**src/rtl/fetch_pkg.sv**
```systemverilog
`timescale 1ns/1ps
`default_nettype none
// ============================================================================
// Module   : fetch_pkg
// Purpose  : Shared types and constants for the buffered fetch front end.
// Revision : 1.0 - initial release
// ============================================================================
package fetch_pkg;

  localparam int          ILEN    = 32;
  localparam logic [31:0] PC_STEP = 32'd4;

  typedef struct packed {
    logic [31:0]     pc;
    logic [ILEN-1:0] instr;
  } fetch_entry_t;

  function automatic logic [31:0] align_pc(input logic [31:0] pc);
    return {pc[31:2], 2'b00};
  endfunction

endpackage
`default_nettype wire

```
**src/rtl/fetch_buffered_if.sv**
```systemverilog
`timescale 1ns/1ps
`default_nettype none
// ============================================================================
// Module   : fetch_buffered_if
// Purpose  : Redirect/hold control, instruction-memory port and decode handshake.
// Revision : 1.0 - initial release
// ============================================================================
interface fetch_buffered_if #(
  parameter int ADDR_WIDTH = 10,
  parameter int FQ_DEPTH   = 4
);
  localparam int CNT_W = $clog2(FQ_DEPTH) + 1;

  logic                  redirect_valid;
  logic [31:0]           redirect_pc;
  logic                  fetch_hold;
  logic                  imem_en;
  logic [ADDR_WIDTH-1:0] imem_addr;
  logic [31:0]           imem_rdata;
  logic                  out_valid;
  logic                  out_ready;
  logic [31:0]           out_pc;
  logic [31:0]           out_instr;
  logic [CNT_W-1:0]      fq_count;

  modport master (
    input  redirect_valid, redirect_pc, fetch_hold, imem_rdata, out_ready,
    output imem_en, imem_addr, out_valid, out_pc, out_instr, fq_count
  );

  modport slave (
    output redirect_valid, redirect_pc, fetch_hold, imem_rdata, out_ready,
    input  imem_en, imem_addr, out_valid, out_pc, out_instr, fq_count
  );
endinterface
`default_nettype wire

```
**src/rtl/fetch_fifo.sv**
```systemverilog
`timescale 1ns/1ps
`default_nettype none
// ============================================================================
// Module   : fetch_fifo
// Purpose  : Synchronous FIFO of {pc, instr} entries; flush beats push.
// Revision : 1.0 - initial release
// ============================================================================
module fetch_fifo
  import fetch_pkg::*;
#(
  parameter  int DEPTH = 4,
  localparam int PTR_W = $clog2(DEPTH),
  localparam int CNT_W = PTR_W + 1
) (
  input  logic             clk,
  input  logic             rst,
  input  logic             push,
  input  fetch_entry_t     push_data,
  input  logic             pop,
  input  logic             flush,
  output fetch_entry_t     head,
  output logic [CNT_W-1:0] count,
  output logic             full,
  output logic             empty
);

  fetch_entry_t     mem_q [DEPTH];
  fetch_entry_t     mem_d [DEPTH];
  logic [PTR_W-1:0] wr_ptr_q, wr_ptr_d;
  logic [PTR_W-1:0] rd_ptr_q, rd_ptr_d;
  logic [CNT_W-1:0] count_q, count_d;
  logic             do_push;
  logic             do_pop;

  assign empty = (count_q == '0);
  assign full  = (count_q == CNT_W'(DEPTH));
  assign count = count_q;
  assign head  = mem_q[rd_ptr_q];

  always_comb begin
    do_pop   = pop & ~empty;
    // A pop frees the slot, so a push into a full queue is legal alongside it.
    do_push  = push & (~full | do_pop);
    mem_d    = mem_q;
    wr_ptr_d = wr_ptr_q;
    rd_ptr_d = rd_ptr_q;
    count_d  = count_q;
    if (flush) begin
      rd_ptr_d = wr_ptr_q;
      count_d  = '0;
    end else begin
      if (do_push) begin
        mem_d[wr_ptr_q] = push_data;
        wr_ptr_d        = wr_ptr_q + PTR_W'(1);
      end
      if (do_pop) begin
        rd_ptr_d = rd_ptr_q + PTR_W'(1);
      end
      count_d = count_q + CNT_W'(do_push) - CNT_W'(do_pop);
    end
  end

  always_ff @(posedge clk or posedge rst) begin
    if (rst) begin
      for (int i = 0; i < DEPTH; i++) begin
        mem_q[i] <= '0;
      end
      wr_ptr_q <= '0;
      rd_ptr_q <= '0;
      count_q  <= '0;
    end else begin
      mem_q    <= mem_d;
      wr_ptr_q <= wr_ptr_d;
      rd_ptr_q <= rd_ptr_d;
      count_q  <= count_d;
    end
  end

endmodule
`default_nettype wire

```
**src/rtl/fetch_buffered.sv**
```systemverilog
`timescale 1ns/1ps
`default_nettype none
// ============================================================================
// Module   : fetch_buffered
// Purpose  : PC owner and issue logic feeding a fetch queue toward decode.
// Revision : 1.0 - initial release
// ============================================================================
module fetch_buffered
  import fetch_pkg::*;
#(
  parameter int          ADDR_WIDTH = 10,
  parameter logic [31:0] RESET_PC   = 32'h0000_0000,
  parameter int          FQ_DEPTH   = 4
) (
  input  logic              clk,
  input  logic              rst,
  fetch_buffered_if.master  bus
);

  localparam int CNT_W = $clog2(FQ_DEPTH) + 1;
  localparam int OCC_W = CNT_W + 1;

  logic [31:0]      fetch_pc_q, fetch_pc_d;
  logic [31:0]      if_pc_q, if_pc_d;
  logic             if_valid_q, if_valid_d;
  logic [CNT_W-1:0] count;
  logic [OCC_W-1:0] occupancy;
  logic             fifo_empty;
  logic             fifo_full_unused;
  logic             unused_pc_bits;
  logic             pop;
  logic             push;
  logic             issue;
  fetch_entry_t     push_entry;
  fetch_entry_t     head;

  assign unused_pc_bits = ^bus.redirect_pc[1:0];

  assign pop       = ~fifo_empty & bus.out_ready;
  // Slots already promised: queued words minus this cycle's pop plus the read in flight.
  assign occupancy = OCC_W'(count) - OCC_W'(pop) + OCC_W'(if_valid_q);
  assign issue     = ~rst & ~bus.redirect_valid & ~bus.fetch_hold
                   & (occupancy < OCC_W'(FQ_DEPTH));

  assign push       = if_valid_q & ~bus.redirect_valid;
  assign push_entry = '{pc: if_pc_q, instr: bus.imem_rdata};

  assign bus.imem_en   = issue;
  assign bus.imem_addr = fetch_pc_q[ADDR_WIDTH+1:2];
  assign bus.out_valid = ~fifo_empty;
  assign bus.out_pc    = head.pc;
  assign bus.out_instr = head.instr;
  assign bus.fq_count  = count;

  always_comb begin
    fetch_pc_d = fetch_pc_q;
    if_pc_d    = if_pc_q;
    if_valid_d = issue;
    if (bus.redirect_valid) begin
      fetch_pc_d = align_pc(bus.redirect_pc);
      if_valid_d = 1'b0;
    end else if (issue) begin
      if_pc_d    = fetch_pc_q;
      fetch_pc_d = fetch_pc_q + PC_STEP;
    end
  end

  always_ff @(posedge clk or posedge rst) begin
    if (rst) begin
      fetch_pc_q <= RESET_PC;
      if_pc_q    <= '0;
      if_valid_q <= 1'b0;
    end else begin
      fetch_pc_q <= fetch_pc_d;
      if_pc_q    <= if_pc_d;
      if_valid_q <= if_valid_d;
    end
  end

  fetch_fifo #(
    .DEPTH (FQ_DEPTH)
  ) u_fifo (
    .clk       (clk),
    .rst       (rst),
    .push      (push),
    .push_data (push_entry),
    .pop       (pop),
    .flush     (bus.redirect_valid),
    .head      (head),
    .count     (count),
    .full      (fifo_full_unused),
    .empty     (fifo_empty)
  );

endmodule
`default_nettype wire
```
**src/flat_wrapper.sv**
```systemverilog
// flat-port wrapper written by rule: the top's interface ports become plain ports
module fetch_buffered_flat import fetch_pkg::*;
#(
  parameter int          ADDR_WIDTH = 10,
  parameter logic [31:0] RESET_PC   = 32'h0000_0000,
  parameter int          FQ_DEPTH   = 4
)
  (clk, rst, bus_redirect_valid, bus_redirect_pc, bus_fetch_hold, bus_imem_rdata, bus_out_ready, bus_imem_en, bus_imem_addr, bus_out_valid, bus_out_pc, bus_out_instr, bus_fq_count);
  fetch_buffered_if #(.ADDR_WIDTH(ADDR_WIDTH), .FQ_DEPTH(FQ_DEPTH)) bus_i ();
  input  logic clk;
  input  logic rst;
  input wire logic [$bits(bus_i.redirect_valid)-1:0] bus_redirect_valid;
  input wire logic [$bits(bus_i.redirect_pc)-1:0] bus_redirect_pc;
  input wire logic [$bits(bus_i.fetch_hold)-1:0] bus_fetch_hold;
  input wire logic [$bits(bus_i.imem_rdata)-1:0] bus_imem_rdata;
  input wire logic [$bits(bus_i.out_ready)-1:0] bus_out_ready;
  output wire logic [$bits(bus_i.imem_en)-1:0] bus_imem_en;
  output wire logic [$bits(bus_i.imem_addr)-1:0] bus_imem_addr;
  output wire logic [$bits(bus_i.out_valid)-1:0] bus_out_valid;
  output wire logic [$bits(bus_i.out_pc)-1:0] bus_out_pc;
  output wire logic [$bits(bus_i.out_instr)-1:0] bus_out_instr;
  output wire logic [$bits(bus_i.fq_count)-1:0] bus_fq_count;
  assign bus_i.redirect_valid = bus_redirect_valid;
  assign bus_i.redirect_pc = bus_redirect_pc;
  assign bus_i.fetch_hold = bus_fetch_hold;
  assign bus_i.imem_rdata = bus_imem_rdata;
  assign bus_i.out_ready = bus_out_ready;
  assign bus_imem_en = bus_i.imem_en;
  assign bus_imem_addr = bus_i.imem_addr;
  assign bus_out_valid = bus_i.out_valid;
  assign bus_out_pc = bus_i.out_pc;
  assign bus_out_instr = bus_i.out_instr;
  assign bus_fq_count = bus_i.fq_count;
  fetch_buffered #(.ADDR_WIDTH(ADDR_WIDTH), .RESET_PC(RESET_PC), .FQ_DEPTH(FQ_DEPTH)) u_core (.clk(clk), .rst(rst), .bus(bus_i));
endmodule
```
**config.mk**
```make
export PLATFORM = sky130hd
export DESIGN_NAME = fetch_buffered_flat
export DESIGN_NICKNAME = d
export VERILOG_FILES = /design/src/rtl/fetch_pkg.sv /design/src/rtl/fetch_buffered_if.sv /design/src/rtl/fetch_fifo.sv /design/src/rtl/fetch_buffered.sv /design/src/flat_wrapper.sv
export SDC_FILE = /design/constraint.sdc
export NUM_CORES = 1
export LEC_CHECK = 0
export CAP_MARGIN = 20
export CORE_UTILIZATION = 45
export CTS_CLUSTER_SIZE = 10
export DETAILED_ROUTE_END_ITERATION = 12
export GPL_TIMING_DRIVEN = 0
export HOLD_SLACK_MARGIN = 0.15
export PLACE_DENSITY = 0.75
export SLEW_MARGIN = 20
export SYNTH_ARGS = -nofsm -noshare
export SYNTH_HDL_FRONTEND = slang
export SYNTH_SLANG_ARGS = --single-unit
```
**constraint.sdc**
```tcl
create_clock -name clk -period 22.8 [get_ports clk]
set_input_delay 3.42 -clock clk [delete_from_list [all_inputs] [get_ports clk]]
set_output_delay 3.42 -clock clk [all_outputs]
set_load 0.1 [all_outputs]
```
==> results.rst, run 1 <==
.. list-table::
   :header-rows: 1

   * - Metric
     - Value
   * - Max-slew violation count
     - 0
   * - Minimum period implied by the final worst setup slack
     - ~11 ns
   * - Area of all placed cells without fillers
     - approximately 17000 um2
   * - Length of the first detailed-routing pass in iterations
     - 11
   * - Cells after Synth
     - 1001
   * - DIE AREA
     - 32240 um2
   * - TNS Setup
     - 0 ns
   * - Type of the most critical hold path
     - flip-flop to flip-flop
   * - Root buffer cell
     - sky130_fd_sc_hd__clkbuf_16
   * - Largest net degree at the start of global routing
     - 93
   * - Complex-gate fraction of the synthesized area
     - roughly 2.6%
   * - Core Area
     - just over 30000 um2
   * - Seq. cell area
     - 7908 um2
   * - Antenna diode instance count
     - 0
   * - Most numerous cell types in the synthesized netlist
     - 316 x sky130_fd_sc_hd__dfrtp_1, 250 x sky130_fd_sc_hd__mux2_2, 132 x sky130_fd_sc_hd__nand2_1, 62 x sky130_fd_sc_hd__mux4_2, 25 x sky130_fd_sc_hd__buf_2
   * - Largest buffer count on any clock path
     - 3
   * - Crit path launch
     - bus_out_ready
   * - Distinct cells, synth
     - 49
   * - Vias
     - between 8000 and 9000
   * - Number of filler cells placed in the layout
     - 2521
   * - Post-synthesis xor/xnor area fraction
     - under 10%
   * - Number of setup violations in the final report
     - 0
   * - Result of the run
     - finished with violations
   * - Count of flip-flops with a built-in enable after synthesis
     - 0
   * - Combinational cell fraction of total power
     - 44.2%
   * - Number of primary I/O pins
     - 148
   * - Starting Density
     - 46.02%
   * - Top cells by area in the synthesized netlist
     - sky130_fd_sc_hd__dfrtp_1 56%, sky130_fd_sc_hd__mux2_2 20%, sky130_fd_sc_hd__mux4_2 9.8%
   * - Adder-cell area share of the yosys netlist
     - 1.023%
   * - Number of nets in the layout
     - 1267
   * - Final core utilization
     - 55.84%
   * - Critical path endpoint category
     - output port
   * - Clock Sink Count
     - between 300 and 400
   * - Part of the total power dissipated in sequential elements
     - between 30% and 40%
   * - Die Ht
     - 179.6 um
   * - Net load switching power
     - 0.001064 W
   * - Non-filler instance count after layout
     - ~1600
   * - Number of max-cap violations
     - 0
   * - Clock tree from TritonCTS
     - built
   * - Number of endpoints with negative hold slack in the final report
     - 0
   * - Share of the clock period used by the worst path
     - between 40 and 50%
   * - Post-synthesis instance area
     - 14190 um2
   * - Clock-pin slew of the registers on the worst-case setup and hold paths
     - 0.05 ns
   * - Average wire per standard cell
     - ~20 um
   * - Site Rows
     - 64
   * - Post-synthesis register bit count
     - 316
   * - Number of buffers inserted to repair setup after CTS
     - 0
   * - Static leakage
     - 8.039 nW
   * - Largest voltage drop on the vdd net
     - 0.07096 mV
   * - Post-CTS resize count
     - 0
   * - Synthesis Warnings
     - 0
   * - Highest attainable clock frequency
     - 0.09137 GHz
   * - Slack of the worst reg-to-reg path
     - 19.27 ns
   * - Total global routing overflow
     - 0
   * - Relative slew margins
     - 27.42%
   * - Vias in the first global route
     - 9351
   * - Clk Latency, worst-skew pair
     - 0.52 ns
   * - Mean instance size in the synthesized netlist
     - 14.17 um2
   * - Fraction of synthesized area in multiplexers
     - ~30%
   * - Most repeated cell in the gate-level netlist after synthesis
     - sky130_fd_sc_hd__dfrtp_1
   * - Max H-tree Level
     - 2
   * - Cell area after placement
     - around 16000 um2
   * - Critical Path RT
     - between 15 and 20 ns
   * - Post-detailed-placement half-perimeter wirelength
     - 20820 um
   * - Arrival time at the worst endpoint
     - 7.53 ns
   * - Total power of the final layout
     - 0.002530 W
   * - Port buffer count
     - about 140
   * - Cell-internal power
     - 0.001466 W
   * - Main combinational cell family by area after synthesis
     - multiplexers
   * - Sequential element share of the synthesized area
     - 55.73%
   * - Fraction of final layout cells with drive strength greater than 1
     - 34.09%
   * - Part of the total power dissipated in the clock network
     - 20.5%
   * - Global-route total usage across every layer
     - 20.01%
   * - Ys flop type
     - sky130_fd_sc_hd__dfrtp_1
   * - Peak fanout along the critical path
     - 10
   * - Horiz. Die Dim
     - 179.6 um
   * - Remaining number of nets flagged by the antenna check after routing
     - 0
   * - Violations in the final reports
     - DRC
   * - Dpl cells
     - 1543
   * - Kind of start point of the critical path
     - input port
   * - Slew at the pin closest to its max-slew limit
     - 1.085 ns
   * - Worst min-delay path startpoint
     - u_core.u_fifo.mem_q[5]
   * - Setup repair after global routing missed its margin
     - no
   * - Worst Path Class, Setup
     - input port to output port
   * - Final Skew
     - roughly 0.024 ns
   * - Number of hold buffers added after cts
     - 0
   * - Largest area contributor in the netlist
     - sky130_fd_sc_hd__dfrtp_1
   * - Net Sw Frac
     - a little over two fifths
   * - Global-route wire length before repair
     - just over 50000 um
   * - Top-area cell type share of the netlist area
     - 55.73%
   * - Area Growth Syn to Fin
     - 21.34%
   * - Number of buffers added by the clock tree synthesis step
     - 38
   * - Placer congestion estimate
     - 0.8570
   * - Synth Area in Simple Gates
     - 6.772%
   * - Launch point of the worst reg-to-reg path
     - u_core.u_fifo.count[2]
   * - Final WL
     - 31180 um
   * - Initial DRC Count
     - 568
   * - Fraction of synthesis flops using an asynchronous set or reset pin
     - 100.0%
   * - Area occupied by multi-input gates
     - roughly 5900 um2
   * - Vias per inst
     - ~5.5
   * - Number of DRC violations after detailed routing
     - 11
   * - Antenna violations before repair
     - 0
   * - Power density normalized to cell area
     - 147.0 nW/um2
metrics by stage:
| stage | setup WS (ns) | hold slack (ns) |
|---|---|---|
| after floorplan | 10.64 | 0.4478 |
| after global placement | 7.050 | 0.4814 |
| after detailed placement | 11.86 | 0.4890 |
| after CTS | 11.84 | 0.5009 |
| after global routing | 11.59 | 0.5119 |
| final | 11.85 | 0.4979 |
area by class of cell:
class                      count  share of cell area (%)
multi-input combinational    604                   34.19
clock buffer                  44                   5.778
timing repair buffer         145                   8.735
inverter                      14                  0.3488
tap                          396                   2.878
sequential                   316                   45.93
clock inverter                 3                  0.1308
buffer                        68                   2.013
worst paths after layout:
path | cells after the start | to
max reg2reg | 13 | u_core.if_pc_q[26]
min reg2reg | 1 | u_core.u_fifo.mem_q[5]
min | 1 | u_core.u_fifo.mem_q[5]
max | 11 | bus_imem_en
max in group asynchronous | 4 | u_core.u_fifo.mem_q[9]
min in group asynchronous | 2 | u_core.fetch_pc_q[3]
worst max-delay path: stages:
cell	delay, ns
sky130_fd_sc_hd__clkdlybuf4s50_1	0.48
sky130_fd_sc_hd__and2_1	0.26
sky130_fd_sc_hd__ha_1	0.19
sky130_fd_sc_hd__inv_1	0.04
sky130_fd_sc_hd__ha_1	0.25
sky130_fd_sc_hd__and3b_1	0.20
sky130_fd_sc_hd__nor4_4	0.45
sky130_fd_sc_hd__o21ai_1	0.33
sky130_fd_sc_hd__inv_1	0.26
sky130_fd_sc_hd__buf_1	0.40
sky130_fd_sc_hd__clkdlybuf4s50_1	1.24
power by group through the flow:
stage	Sequential, W	Clock [W]	Combinational [W]
after global placement	0.000887	0	0.00111
after floorplan	0.000864	0	0.000895
after global routing	0.000920	0.000554	0.00117
after CTS	0.000892	0.000532	0.00113
final	0.000894	0.000518	0.00112
after detailed placement	0.000899	0	0.00113
kinds of logic after synthesis:
kind of cell | after synthesis
buffers and inverters | 82
flip-flops | 316
AND/OR/NAND/NOR | 202
other | 1
adder cells (fa/ha/maj) | 11
multiplexers | 313
AO/OA/AOI/OAI | 56
XOR/XNOR | 20
metal layers:
| layer | global-route usage (%) | wire length (um) |
|---|---|---|
| met1 | 28.03 | 13940 |
| met2 | 32.50 | 15120 |
| met3 | 3.707 | 1683 |
| met4 | 4.655 | 432 |
| met5 | 0 | 0 |
registers in the layout, indices dropped and copies added (netlist names):
name,cells
u_core.u_fifo.mem_q,248
u_core.fetch_pc_q,30
u_core.if_pc_q,30
u_core.u_fifo.count,3
u_core.u_fifo.rd_ptr_q,2
u_core.u_fifo.wr_ptr_q,2
u_core.if_valid_q,1
layout by cell type (no fill, tap or decap), types with 2 or more instances in the layout:
cell type / n
sky130_fd_sc_hd__buf_1: 9
sky130_fd_sc_hd__buf_6: 2
sky130_fd_sc_hd__a22oi_1: 3
sky130_fd_sc_hd__a31oi_1: 3
sky130_fd_sc_hd__nand4_2: 2
sky130_fd_sc_hd__o311ai_0: 3
sky130_fd_sc_hd__conb_1: 2
sky130_fd_sc_hd__a21oi_1: 2
sky130_fd_sc_hd__or3_1: 4
sky130_fd_sc_hd__ha_1: 10
sky130_fd_sc_hd__nand3_1: 13
sky130_fd_sc_hd__nor3_1: 5
sky130_fd_sc_hd__o21ai_0: 24
sky130_fd_sc_hd__nand4_1: 2
sky130_fd_sc_hd__and3_1: 4
sky130_fd_sc_hd__dfrtp_1: 316
sky130_fd_sc_hd__xor2_1: 14
sky130_fd_sc_hd__nor3b_1: 3
sky130_fd_sc_hd__buf_2: 25
sky130_fd_sc_hd__o2111ai_1: 5
sky130_fd_sc_hd__mux2_2: 250
sky130_fd_sc_hd__clkbuf_1: 25
sky130_fd_sc_hd__o211ai_1: 10
sky130_fd_sc_hd__inv_1: 12
sky130_fd_sc_hd__mux4_2: 62
sky130_fd_sc_hd__nor4_1: 3
sky130_fd_sc_hd__buf_4: 12
sky130_fd_sc_hd__nor2b_1: 5
sky130_fd_sc_hd__clkdlybuf4s50_1: 142
sky130_fd_sc_hd__and2_1: 3
sky130_fd_sc_hd__nand2_1: 132
sky130_fd_sc_hd__nor2_1: 12
sky130_fd_sc_hd__clkbuf_16: 39
sky130_fd_sc_hd__nor4_4: 2
sky130_fd_sc_hd__buf_16: 3
sky130_fd_sc_hd__nor3_2: 2
sky130_fd_sc_hd__xnor2_1: 6
sky130_fd_sc_hd__or4_1: 5
No activity file was read; power rests on OpenSTA's default activity.
==> run 2: changes to the inputs <==
- clock period: 22.8 -> 11.32 ns (I/O delays scaled with it)
==> results of run 2 <==
Same layout as run 1 (identical final DEF). Status: finished with violations: DRC.
Among the figures that moved: setup slack after placement 11.86 ns -> 3.825 ns; setup slack after layout 11.85 ns -> 3.819 ns; register-to-register setup slack 19.27 ns -> 7.79 ns; total power 0.002530 W -> 0.005096 W; worst IR drop on VDD 0.07096 mV -> 0.1429 mV
